## src/rtl/imm_encoder.sv

```systemverilog
// imm_encoder: packs a signed immediate into the I/S/B/J bit positions
// of an instruction word and merges it with caller-supplied fields.
module imm_encoder #(
  parameter int ERR_CNT_W = 8
) (
  input  logic                 clk,
  input  logic                 reset,
  input  logic                 in_valid,
  output logic                 in_ready,
  input  logic [1:0]           ImmFormat,
  input  logic [31:0]          imm_in,
  input  logic [31:7]          base_in,
  output logic                 out_valid,
  input  logic                 out_ready,
  output logic [31:7]          bits_out,
  output logic [1:0]           fmt_out,
  output logic                 imm_err,
  output logic [ERR_CNT_W-1:0] err_count,
  input  logic                 err_clr
);

  typedef enum logic [1:0] {
    FMT_I = 2'b00,
    FMT_S = 2'b01,
    FMT_B = 2'b10,
    FMT_J = 2'b11
  } fmt_e;

  fmt_e fmt;
  assign fmt = fmt_e'(ImmFormat);

  // Sign-extension checks: the upper bits must all equal the sign bit.
  logic is_ok;
  logic b_ok;
  logic j_ok;
  assign is_ok = (&imm_in[31:11]) | ~(|imm_in[31:11]);
  assign b_ok  = (&imm_in[31:12]) | ~(|imm_in[31:12]);
  assign j_ok  = (&imm_in[31:20]) | ~(|imm_in[31:20]);

  logic [31:7] swz;
  logic [31:7] msk;
  logic        err;

  // Scramble the immediate into its format's bit positions and flag range errors.
  always_comb begin
    swz = '0;
    msk = '0;
    err = 1'b0;
    unique case (fmt)
      FMT_I: begin
        swz[31:20] = imm_in[11:0];
        msk[31:20] = '1;
        err        = ~is_ok;
      end
      FMT_S: begin
        swz[31:25] = imm_in[11:5];
        swz[11:7]  = imm_in[4:0];
        msk[31:25] = '1;
        msk[11:7]  = '1;
        err        = ~is_ok;
      end
      FMT_B: begin
        swz[31]    = imm_in[12];
        swz[30:25] = imm_in[10:5];
        swz[11:8]  = imm_in[4:1];
        swz[7]     = imm_in[11];
        msk[31:25] = '1;
        msk[11:7]  = '1;
        err        = ~b_ok | imm_in[0];
      end
      FMT_J: begin
        swz[31]    = imm_in[20];
        swz[30:21] = imm_in[10:1];
        swz[20]    = imm_in[11];
        swz[19:12] = imm_in[19:12];
        msk[31:12] = '1;
        err        = ~j_ok | imm_in[0];
      end
    endcase
  end

  logic        s1_valid;
  logic [31:7] s1_swz;
  logic [31:7] s1_msk;
  logic [31:7] s1_base;
  logic [1:0]  s1_fmt;
  logic        s1_err;

  logic        s2_valid;
  logic [31:7] s2_bits;
  logic [1:0]  s2_fmt;
  logic        s2_err;

  logic s1_load;
  logic s2_load;

  assign s2_load  = ~s2_valid | out_ready;
  assign s1_load  = ~s1_valid | s2_load;
  assign in_ready = s1_load;

  // Stage 1: capture the scrambled fields, mask, base and error flag.
  always_ff @(posedge clk or posedge reset) begin
    if (reset) begin
      s1_valid <= 1'b0;
      s1_swz   <= '0;
      s1_msk   <= '0;
      s1_base  <= '0;
      s1_fmt   <= '0;
      s1_err   <= 1'b0;
    end else if (s1_load) begin
      s1_valid <= in_valid;
      if (in_valid) begin
        s1_swz  <= swz;
        s1_msk  <= msk;
        s1_base <= base_in;
        s1_fmt  <= ImmFormat;
        s1_err  <= err;
      end
    end
  end

  logic [31:7] merged;
  assign merged = (s1_swz & s1_msk) | (s1_base & ~s1_msk);

  // Stage 2: register the merged word; holds while the consumer stalls.
  always_ff @(posedge clk or posedge reset) begin
    if (reset) begin
      s2_valid <= 1'b0;
      s2_bits  <= '0;
      s2_fmt   <= '0;
      s2_err   <= 1'b0;
    end else if (s2_load) begin
      s2_valid <= s1_valid;
      if (s1_valid) begin
        s2_bits <= merged;
        s2_fmt  <= s1_fmt;
        s2_err  <= s1_err;
      end
    end
  end

  assign out_valid = s2_valid;
  assign bits_out  = s2_bits;
  assign fmt_out   = s2_fmt;
  assign imm_err   = s2_err;

  logic cnt_sat;
  logic cnt_inc;
  assign cnt_sat = &err_count;
  assign cnt_inc = s2_valid & out_ready & s2_err & ~cnt_sat;

  // Saturating count of consumed errored results; clear wins over increment.
  always_ff @(posedge clk or posedge reset) begin
    if (reset) begin
      err_count <= '0;
    end else if (err_clr) begin
      err_count <= '0;
    end else if (cnt_inc) begin
      err_count <= err_count + ERR_CNT_W'(1);
    end
  end

endmodule

```

## config.mk

```make
export PLATFORM = sky130hd
export DESIGN_NAME = imm_encoder
export DESIGN_NICKNAME = d
export VERILOG_FILES = /design/src/rtl/imm_encoder.sv
export SDC_FILE = /design/constraint.sdc
export NUM_CORES = 1
export LEC_CHECK = 0
export CELL_PAD_IN_SITES_DETAIL_PLACEMENT = 1
export CELL_PAD_IN_SITES_GLOBAL_PLACEMENT = 2
export CORE_MARGIN = 4
export CORE_UTILIZATION = 34
export DETAILED_ROUTE_END_ITERATION = 8
export PLACE_DENSITY = 0.83
export SLEW_MARGIN = 20
export SYNTH_ARGS = -nofsm -noshare
export SYNTH_HDL_FRONTEND = slang
export SYNTH_SLANG_ARGS = --single-unit
```

## constraint.sdc

```tcl
create_clock -name clk -period 7.5 [get_ports clk]
set_input_delay 1.125 -clock clk [delete_from_list [all_inputs] [get_ports clk]]
set_output_delay 1.125 -clock clk [all_outputs]
set_load 0.02 [all_outputs]
```

==> results_dict.tcl <==
set metrics [dict create \
    status "completed" \
    grt_overflow_total 0 \
    async_flop_share 1.00 \
    rsz0062_at_grt "no" \
    start_kind "input pin" \
    synth.avg_cell_area_um2 11.3 \
    rows 39 \
    cts_num_sinks 95 \
    track_usage 0.152 \
    yosys_register_bits 95 \
    skew_ns 0.00594 \
    drt_wl_total_um 10200 \
    placed_cell_area_mm2 0.00521 \
    synthTopCellsByArea "dfrtp_1 58%, mux2_1 9.9%, mux2i_1 6.3%" \
    drv_slew 0 \
    ys_seq_area_frac 0.579 \
    leakage_uw 0.00233 \
    path_clk_slew_ns 0.06 \
    final_layout_size_suffix_gt1_frac 0.0392 \
    max_freq_ghz 0.272 \
    synth_top_area_share 0.579 \
    syn_area_mm2 0.00411 \
    yosysWarnings 0 \
    max_cap_viol_count 0 \
    via_count 2981 \
    critPathMaxFanout 5 \
    critical_path.endpoint_type "output port" \
    cts_buffer_depth 2 \
    post_cts_buffers 0 \
    power.density_mw_per_mm2 251 \
    die_y_um 118 \
    final_area_mm2 0.00549 \
    synth.most_common_cell "dfrtp_1" \
    fin_nets 525 \
    fin_tns_setup_ns 0 \
    drt-initial-drc-count 74 \
    grt_antenna_before_repair 0 \
    fin_crit_sh 0.491 \
    root_buffer "clkbuf_16" \
    coreArea_mm2 0.0116 \
    drtPass1Iterations 4 \
    port_buffers 101 \
    synth_edf_count 0 \
    synthCells 362 \
    insertedDiodeCount 0 \
    worst_hold_path_type "reg -> reg" \
    ant_nets 0 \
    gp_congestion 0.750 \
    grt_max_degree 81 \
    die_w_um 118 \
    synth_ff_type "dfrtp_1" \
    p_comb_frac 0.215 \
    setup_viol 0 \
    finalHoldViolCount 0 \
    cts_hold_buf 0 \
    timing.slew.headroom 0.307 \
    p_int_uw 1000 \
    grt_pass1_vias 3308 \
    synthDistinctLibCells 36 \
    cts_tree "done" \
    area_growth_pct 33.7 \
    drc 0 \
    seqPwrFrac 0.463 \
    clk_latency_ns 0.33 \
    p_clk_frac 0.322 \
    wl_per_cell_um 17.0 \
    swShare 0.275 \
    grt_pass1_wl_um 17000 \
    die_area_mm2 0.0139 \
    yosys.area.top_type "dfrtp_1" \
    min_period_ns 3.68 \
    max_slew.worst_pin.slew_ns 1.04 \
    path_class "in -> out" \
    syn_nets 431 \
    cts_buffers 9 \
    ir_worst_vdd_uv 88.6 \
    cts_max_level 3 \
    arrival_ns 2.56 \
    synth_common_cells "95 x dfrtp_1, 67 x nand2_1, 46 x o21ai_1, 36 x mux2_1, 26 x mux2i_1" \
    initial_core_util 0.354 \
    critPathRequiredTime_ns 6.38 \
    p_switching_uw 380 \
    io_pins 102 \
    post_cts_resized 0 \
    vias_per_cell 4.95 \
    dp_hpwl_um 7230 \
]
==> state kept, by name, indices dropped and copies added, names as in the netlist <==
| signal | count |
|---|---|
| s1_msk | 4 |
| fmt_out | 2 |
| out_valid | 1 |
| imm_err | 1 |
| bits_out | 25 |
| s1_fmt | 2 |
| s1_valid | 1 |
| s1_base | 25 |
| s1_err | 1 |
| err_count | 8 |
| s1_swz | 25 |
==> final cells by class <==
cell class,count,area (µm²)
clock buffer,13,250
clock inverter,1,30.0
fill,1264,6120
inverter,5,21.3
multi-input combinational,243,1610
sequential,95,2380
tap,143,179
timing repair buffer,102,1020
==> power groups by stage <==
stage	clock, µW	combinational, µW	sequential (µW)
floorplan	0	122	675
global placement	0	293	646
detailed placement	0	301	651
CTS	459	303	642
global route	488	324	650
finish	444	296	640
==> cells by family (layout without fill, tap and decap cells) <==
family / count (synthesis) / count (layout) / synth area share
flip-flops: 95 / 95 / 0.579
adder cells (fa/ha/maj): 5 / 5 / 0.0152
buffers and inverters: 24 / 121 / 0.0293
XOR/XNOR: 6 / 6 / 0.0128
multiplexers: 62 / 62 / 0.162
AND/OR/NAND/NOR: 109 / 109 / 0.118
AO/OA/AOI/OAI: 61 / 61 / 0.0838
==> worst paths after layout <==
check	from	endpoint	slack (ns)	cells past startpoint
max	out_ready	in_ready	3.82	3
min	s1_fmt[1]	fmt_out[1]	0.48	1
max reg2reg	out_valid	s1_base[30]	5.56	3
min reg2reg	s1_fmt[1]	fmt_out[1]	0.48	1
max in group asynchronous	reset	s1_swz[16]	5.47	3
min in group asynchronous	reset	bits_out[26]	1.06	2
==> routing by layer <==
layer,routed length [µm],track usage
met5,0,0
met4,165,0.0564
met3,364,0.0341
met2,4910,0.243
met1,4770,0.201
==> critical path, cell delays in order <==
cell,delay [ns]
clkdlybuf4s50_1,0.50
nand3b_1,0.27
clkdlybuf4s50_1,0.67
==> through the flow <==
stage / util / std cells / hold WS (ns) / worst slack [ns] / power, µW
after floorplan: - / 362 / 0.440 / 3.90 / 797
after global placement: 0.448 / 588 / 0.468 / 3.84 / 939
after detailed placement: 0.448 / 588 / 0.472 / 3.81 / 952
after CTS: 0.473 / 602 / 0.486 / 3.81 / 1410
after global routing: 0.473 / 602 / 0.507 / 3.75 / 1460
final: 0.473 / 602 / 0.482 / 3.82 / 1380
==> cell usage in the layout, fill, tap and decap left out, types with 2 or more instances in the layout <==
master / instances
nand4_1: 6
inv_1: 4
ha_1: 5
o21ai_0: 2
o21ai_1: 46
mux2_1: 36
mux2i_1: 26
xnor2_1: 5
clkbuf_16: 9
o31ai_1: 2
dfrtp_1: 95
nor4_1: 3
clkbuf_1: 3
nand2_1: 66
a22o_1: 2
nor3_1: 5
nand3b_1: 2
a21oi_1: 3
nand2b_1: 4
nor2_1: 13
nand3_1: 4
clkdlybuf4s50_1: 101
Note: power is estimated with default switching activity, not from simulation.
